--- config.mk ---
export PLATFORM = sky130hd
export DESIGN_NAME = macc_p_sequencer
export DESIGN_NICKNAME = d
export VERILOG_FILES = /design/src/rtl/macc_p_sequencer.sv
export SDC_FILE = /design/constraint.sdc
export NUM_CORES = 1
export LEC_CHECK = 0
export CORE_UTILIZATION = 40
export CTS_CLUSTER_SIZE = 24
export DETAILED_ROUTE_END_ITERATION = 12
export GPL_TIMING_DRIVEN = 0
export PLACE_DENSITY_LB_ADDON = 0.05
export SLEW_MARGIN = 25
export SYNTH_ARGS = -nofsm -noshare
export SYNTH_HDL_FRONTEND = slang
export SYNTH_SLANG_ARGS = --single-unit
--- constraint.sdc ---
create_clock -name CLK_IN -period 7.12 [get_ports CLK_IN]
set_clock_uncertainty 0.2 [all_clocks]
set_input_delay 1.068 -clock CLK_IN [delete_from_list [all_inputs] [get_ports CLK_IN]]
set_output_delay 1.068 -clock CLK_IN [all_outputs]
set_load 0.02 [all_outputs]
--- src/rtl/macc_p_sequencer.sv ---
// macc_p_sequencer: sequences one DSP48E-style MACC slice through a fit
// scalar product (intercept + NTERMS products), then rounds the spare LSB
// of the slice output and returns the result over a valid/ready handshake.
//
// Handshakes (all three follow the same rule): a transfer happens on the
// rising CLK_IN edge where the producer's valid and the consumer's ready are
// both high. START_IN pairs with READY_OUT, TERM_VALID_IN with
// TERM_READY_OUT, and RESULT_VALID_OUT with RESULT_READY_IN. Once
// RESULT_VALID_OUT is high, RESULT_OUT/RESULT_OVF_OUT do not change until
// the transfer completes.
module macc_p_sequencer #(
  parameter int NTERMS   = 6,
  parameter int outwidth = 15
) (
  input  logic                CLK_IN,
  input  logic                RST_IN,
  input  logic                START_IN,
  output logic                READY_OUT,
  input  logic [17:0]         INTERCEPT_IN,
  input  logic                TERM_VALID_IN,
  input  logic [17:0]         TERM_A_IN,
  input  logic [15:0]         TERM_B_IN,
  output logic                TERM_READY_OUT,
  output logic [17:0]         MACC_A_OUT,
  output logic [15:0]         MACC_B_OUT,
  output logic [17:0]         MACC_C_OUT,
  output logic [6:0]          MACC_OPMODE_OUT,
  output logic                MACC_CE_OUT,
  output logic                MACC_RST_OUT,
  input  logic [outwidth-1:0] MACC_P_IN,
  input  logic                MACC_OVF_IN,
  output logic [outwidth-2:0] RESULT_OUT,
  output logic                RESULT_OVF_OUT,
  output logic                RESULT_VALID_OUT,
  input  logic                RESULT_READY_IN,
  output logic [1:0]          DBG_STATE_OUT
);

  localparam int CW = $clog2(NTERMS + 1);
  localparam logic [CW-1:0] LAST_TERM = CW'(NTERMS - 1);

  // Z=C, Y=M, X=M: start a new sum from the intercept.
  localparam logic [6:0] OPMODE_LOAD = 7'h35;
  // Z=P, Y=M, X=M: accumulate onto the running sum.
  localparam logic [6:0] OPMODE_ACC  = 7'h25;

  typedef enum logic [1:0] {
    IDLE  = 2'd0,
    ISSUE = 2'd1,
    DRAIN = 2'd2,
    DONE  = 2'd3
  } state_t;

  state_t              state_q, state_d;
  logic [CW-1:0]       term_cnt;
  logic [1:0]          drain_cnt;
  logic [17:0]         intercept_q;
  logic                first_q;
  logic                start_acc, term_acc, last_acc, capture, result_acc;
  logic [outwidth-2:0] p_hi, r_sum, r_val;
  logic                sat;

  assign READY_OUT        = (state_q == IDLE);
  assign TERM_READY_OUT   = (state_q == ISSUE);
  assign RESULT_VALID_OUT = (state_q == DONE);
  assign DBG_STATE_OUT    = state_q;

  assign start_acc  = START_IN & READY_OUT;
  assign term_acc   = TERM_VALID_IN & TERM_READY_OUT;
  assign last_acc   = term_acc & (term_cnt == LAST_TERM);
  // The last product reaches PREG three edges after its accept, so the
  // capture edge is the fourth edge after the last accept.
  assign capture    = (state_q == DRAIN) & (drain_cnt == 2'd3);
  assign result_acc = RESULT_VALID_OUT & RESULT_READY_IN;

  assign MACC_C_OUT  = intercept_q;
  assign MACC_CE_OUT = ~RST_IN;

  // State register.
  always_ff @(posedge CLK_IN or posedge RST_IN) begin
    if (RST_IN) state_q <= IDLE;
    else        state_q <= state_d;
  end

  // Next-state logic.
  always_comb begin
    state_d = state_q;
    case (state_q)
      IDLE:    if (start_acc)  state_d = ISSUE;
      ISSUE:   if (last_acc)   state_d = DRAIN;
      DRAIN:   if (capture)    state_d = DONE;
      DONE:    if (result_acc) state_d = IDLE;
      default: state_d = IDLE;
    endcase
  end

  // Term and drain counters; the drain counter idles at zero outside DRAIN.
  always_ff @(posedge CLK_IN or posedge RST_IN) begin
    if (RST_IN) begin
      term_cnt  <= '0;
      drain_cnt <= 2'd0;
    end else begin
      if (start_acc)     term_cnt <= '0;
      else if (term_acc) term_cnt <= term_cnt + CW'(1);
      if (state_q == DRAIN) drain_cnt <= drain_cnt + 2'd1;
      else                  drain_cnt <= 2'd0;
    end
  end

  // Operand registers: a stalled cycle issues a zero product (bubble).
  always_ff @(posedge CLK_IN or posedge RST_IN) begin
    if (RST_IN) begin
      intercept_q <= '0;
      MACC_A_OUT  <= '0;
      MACC_B_OUT  <= '0;
    end else begin
      if (start_acc) intercept_q <= INTERCEPT_IN;
      MACC_A_OUT <= term_acc ? TERM_A_IN : 18'd0;
      MACC_B_OUT <= term_acc ? TERM_B_IN : 16'd0;
    end
  end

  // OPMODE trails the A/B load by one edge so it meets the product at MREG.
  always_ff @(posedge CLK_IN or posedge RST_IN) begin
    if (RST_IN) begin
      first_q         <= 1'b0;
      MACC_OPMODE_OUT <= OPMODE_ACC;
    end else begin
      first_q         <= term_acc & (term_cnt == '0);
      MACC_OPMODE_OUT <= first_q ? OPMODE_LOAD : OPMODE_ACC;
    end
  end

  // Slice reset: set with RST_IN, released on the first edge afterwards.
  always_ff @(posedge CLK_IN or posedge RST_IN) begin
    if (RST_IN) MACC_RST_OUT <= 1'b1;
    else        MACC_RST_OUT <= 1'b0;
  end

  // Round half up on the spare LSB; only the largest positive half can wrap.
  always_comb begin
    p_hi  = MACC_P_IN[outwidth-1:1];
    r_sum = p_hi + {{(outwidth-2){1'b0}}, MACC_P_IN[0]};
    sat   = ~MACC_P_IN[outwidth-1] & (&MACC_P_IN[outwidth-2:1]) & MACC_P_IN[0];
    r_val = sat ? {1'b0, {(outwidth-2){1'b1}}} : r_sum;
  end

  // Result registers, loaded only on the capture edge and held through DONE.
  always_ff @(posedge CLK_IN or posedge RST_IN) begin
    if (RST_IN) begin
      RESULT_OUT     <= '0;
      RESULT_OVF_OUT <= 1'b0;
    end else if (capture) begin
      RESULT_OUT     <= r_val;
      RESULT_OVF_OUT <= MACC_OVF_IN | sat;
    end
  end

endmodule

Word level (Yosys, flattened, before mapping)
Cells that the tools add are included.
{ "word_totals": {"elab_cells": 51, "in_bits": 73, "regBits": 82} }
{ "op_classes": {"addsub": 3, "reduce_logical": 5, "muxes": 12, "eq_ne": 9, "bitwise_logic": 11} }
{ "op_table": {"columns": ["cell", "n"], "rows": [
  ["2-to-1 mux 18 bit", 1],
  ["2-to-1 mux 16 bit", 1],
  ["adder 14 x 1 -> 14 bit", 1],
  ["2-to-1 mux 14 bit", 1],
  ["AND reduction 13 bit", 1],
  ["2-to-1 mux 2 bit", 5],
  ["bitwise AND 1 bit", 8],
  ["case mux 2 bit (4 select lines)", 1],
  ["equality test 2 bit, second input constant", 3],
  ["2-to-1 mux 3 bit", 2],
  ["!= test 2 x 1 -> 1 bit, second input constant", 3],
  ["2-to-1 mux 5 bit", 1],
  ["AND reduction 4 bit", 1],
  ["adder 3 x 1 -> 3 bit, second input constant", 1],
  ["equality test 3 bit, second input constant", 1],
  ["logical NOT 3 bit", 1],
  ["adder 2 x 1 -> 2 bit, second input constant", 1],
  ["equality test 2 x 1 -> 1 bit, second input constant", 1],
  ["logical NOT 2 bit", 1],
  ["!= test 2 bit, second input constant", 1],
  ["inverter 1 bit", 2],
  ["nonzero test 2 bit", 1],
  ["bitwise OR 1 bit", 1]
]} }

Longest topological paths before layout
{ "logic_depth": {"word_depth": 5, "ltp_mapped": 7, "ltp_nobuf": 6} }

Least setup slack after synthesis
Ideal clock, no wire load.
{ "synth_timing": {"path_kind": "input -> output", "from": "input RST_IN", "to": "output MACC_CE_OUT", "arrival_ps": 2769, "n_path_buf": 0, "path_stages": 1, "slack_ps": 3083, "cell_sequence": "inv_1"} }
{ "synth_between": {"elab_chain_len": 1} }
{ "synth_lines": {"columns": ["item", "line", "text"], "rows": [
  ["from (decl)", "16", "input logic RST_IN,"],
  ["inverter 1 bit", "77", "assign MACC_CE_OUT = ~RST_IN;"],
  ["to (decl)", "28", "output logic MACC_CE_OUT,"]
]} }
No other way between the ends.

Final worst setup path
Same ends and word-level chain as after synthesis.

==> results_dict.tcl <==
set metrics [dict create \
    yosysSeqAreaShare 0.6005 \
    ys_async_sr_fraction 1.000 \
    fmax_mhz 245.0 \
    grt_start_max_net_pins 44 \
    numPortBuffers 145 \
    power_density_nw_per_um2 350.7 \
    num-nets-final 503 \
    tns_ns 0 \
    end_kind "output port" \
    clk_pin_slew_worst_paths_ns 0.08 \
    fin_cells 527 \
    final_cell_mix "clkdlybuf4s50_1 (145), dfrtp_1 (76), and3_1 (35)" \
    rr_worst_depth 5 \
    busiest_layer "met2" \
    layout-drive-gt1-share 0.1412 \
    synth-seq-cells 77 \
    dpl.hpwl_um 5282 \
    ys.flop_type "dfrtp_1" \
    initialDrtViolationCount 73 \
    yosys_warnings 0 \
    cts_buffers 9 \
    utilization 0.6572 \
    clkSinkCount 77 \
    startpoint_type "input port" \
    ctsResizeCount 0 \
    grt_pass1_wl_um 11720 \
    reg2reg_from "DBG_STATE_OUT[0]" \
    fin_crit_ns 4.081 \
    path_max_fanout 43 \
    ir_worst_vdd_mv 0.1637 \
    crit_required_ns 5.85 \
    use_met2 0.2907 \
    period_share 0.5732 \
    p_leak_nw 2.303 \
    place_inst 511 \
    drt_first_pass_iters 4 \
    fp.dieH_um 91.59 \
    ys_types 37 \
    fin_ws_ns 3.039 \
    arrival_ns 2.81 \
    avgSynthCellArea_um2 12.44 \
    synth_cells 258 \
    crit_type "input port to output port" \
    antenna_found_initial 0 \
    ant_nets 0 \
    rr_endpoint "MACC_C_OUT[0]" \
    grt_usage 0.1810 \
    layout_commonest_cell "clkdlybuf4s50_1" \
    post-place-ws_ns 2.966 \
    cts_setup_buffers 0 \
    hold_depth 0 \
    met3_usage 0.08375 \
    rsz0062_at_grt "no" \
    cts_hold_buffers 0 \
    antenna_cells 0 \
    setup_viol 0 \
    slew_violations 0 \
    cts_buffer_depth 2 \
    htreeDepth 3 \
    vias 2471 \
    fp.dieW_um 91.59 \
    drc 0 \
    viasPerCell 4.689 \
    cts_tree "done" \
    gp_congestion 0.7795 \
    grt_pass1_vias 2473 \
    cts-root-buf "clkbuf_8" \
    area_growth_syn_to_layout_pct 58.18 \
    min_to "MACC_OPMODE_OUT[4]" \
    initial_utilization 0.4155 \
    wl_per_cell_um 13.61 \
    r2r_slack_ns 5.10 \
    ios 154 \
    die_area_um2 8389 \
    design.core.area_um2 7727 \
    hold_start "first_q" \
    wl_um 7173 \
    synth_edf_count 0 \
    rows 32 \
    hp-class "register to register" \
    synth_area_um2 3211 \
    max_cap_violations 0 \
    met1_usage 0.2177 \
    hold_violations 0 \
    status "finished, final reports clean" \
    worstSkewPairLatency_ns 0.34 \
    grt_remaining_overflow 0 \
]
-- cells by family after synthesis --
family,Yosys count,synth area share
AOI/OAI and AO/OA,21,0.04365
other,2,0.002339
buffers and inverters,27,0.04053
muxes,23,0.07911
adders and majority gates,10,0.03897
xor gates and xnor gates,11,0.03001
and+or+nand+nor,87,0.1648
DFF,77,0.6005
-- area by class of cell --
class                   instances  area (µm²)
repair buffers                146        1471
well taps                     102       127.6
flip-flops and latches         77        1928
multi-input cells             159        1171
fillers                       619        2649
inverters                       9       36.28
plain buffers                  18       96.34
clock inverters                 5       106.4
clock buffers                  11       141.4
-- flip-flops by register name, indices dropped and copies added, names as in the netlist --
| register | flops |
|---|---|
| DBG_STATE_OUT | 2 |
| MACC_A_OUT | 18 |
| MACC_B_OUT | 16 |
| MACC_C_OUT | 18 |
| MACC_OPMODE_OUT | 1 |
| MACC_RST_OUT | 1 |
| RESULT_OUT | 14 |
| RESULT_OVF_OUT | 1 |
| drain_cnt | 2 |
| first_q | 1 |
| term_cnt | 3 |
-- power breakdown --
part | leakage (nW) | internal, mW | switching, mW
Sequential | 0.973 | 0.568 | 0.0649
Clock | 0.120 | 0.244 | 0.160
Combinational | 1.21 | 0.383 | 0.361
-- cell usage after synthesis, drive strengths merged, types with 6 or more instances --
library cell | n | share of area
a21oi | 7 | 0.011
a31oi | 6 | 0.012
and3 | 35 | 0.068
buf | 11 | 0.022
clkbuf | 7 | 0.0082
dfrtp | 76 | 0.59
ha | 10 | 0.039
inv | 9 | 0.011
mux2 | 19 | 0.067
nand2 | 13 | 0.016
nand3 | 7 | 0.011
nor2 | 15 | 0.018
xnor2 | 8 | 0.022
-- critical path, cell delays in order --
cell,delay (ns)
clkdlybuf4s50_1,0.44
inv_4,0.35
buf_12,0.30
clkdlybuf4s50_1,0.65
-- routing by layer --
layer  up-vias  share of wire
li1       1204              -
met2        99           0.47
met1      1162           0.41
met5         -              0
met4         0          0.010
met3         6           0.11
-- worst max-delay path by stage --
stage                     depth (start not counted)  slack, ns    from           to
after floorplan                                   1       3.08  RST_IN  MACC_CE_OUT
after global placement                            3       1.21  RST_IN  MACC_CE_OUT
after detailed placement                          4       2.97  RST_IN  MACC_CE_OUT
after CTS                                         4       2.97  RST_IN  MACC_CE_OUT
after global routing                              4       2.88  RST_IN  MACC_CE_OUT
final                                             4       3.04  RST_IN  MACC_CE_OUT
-- metrics by stage --
stage	hold slack [ns]	total power, mW	cell area, µm²
finish	0.1628	1.781	5079
global route	0.1819	1.884	5079
CTS	0.1657	1.804	5079
detailed placement	0.1379	1.396	4831
global placement	0.1320	1.375	4808
floorplan	0.1312	1.033	3229
Note: power is estimated with default switching activity, not from simulation.
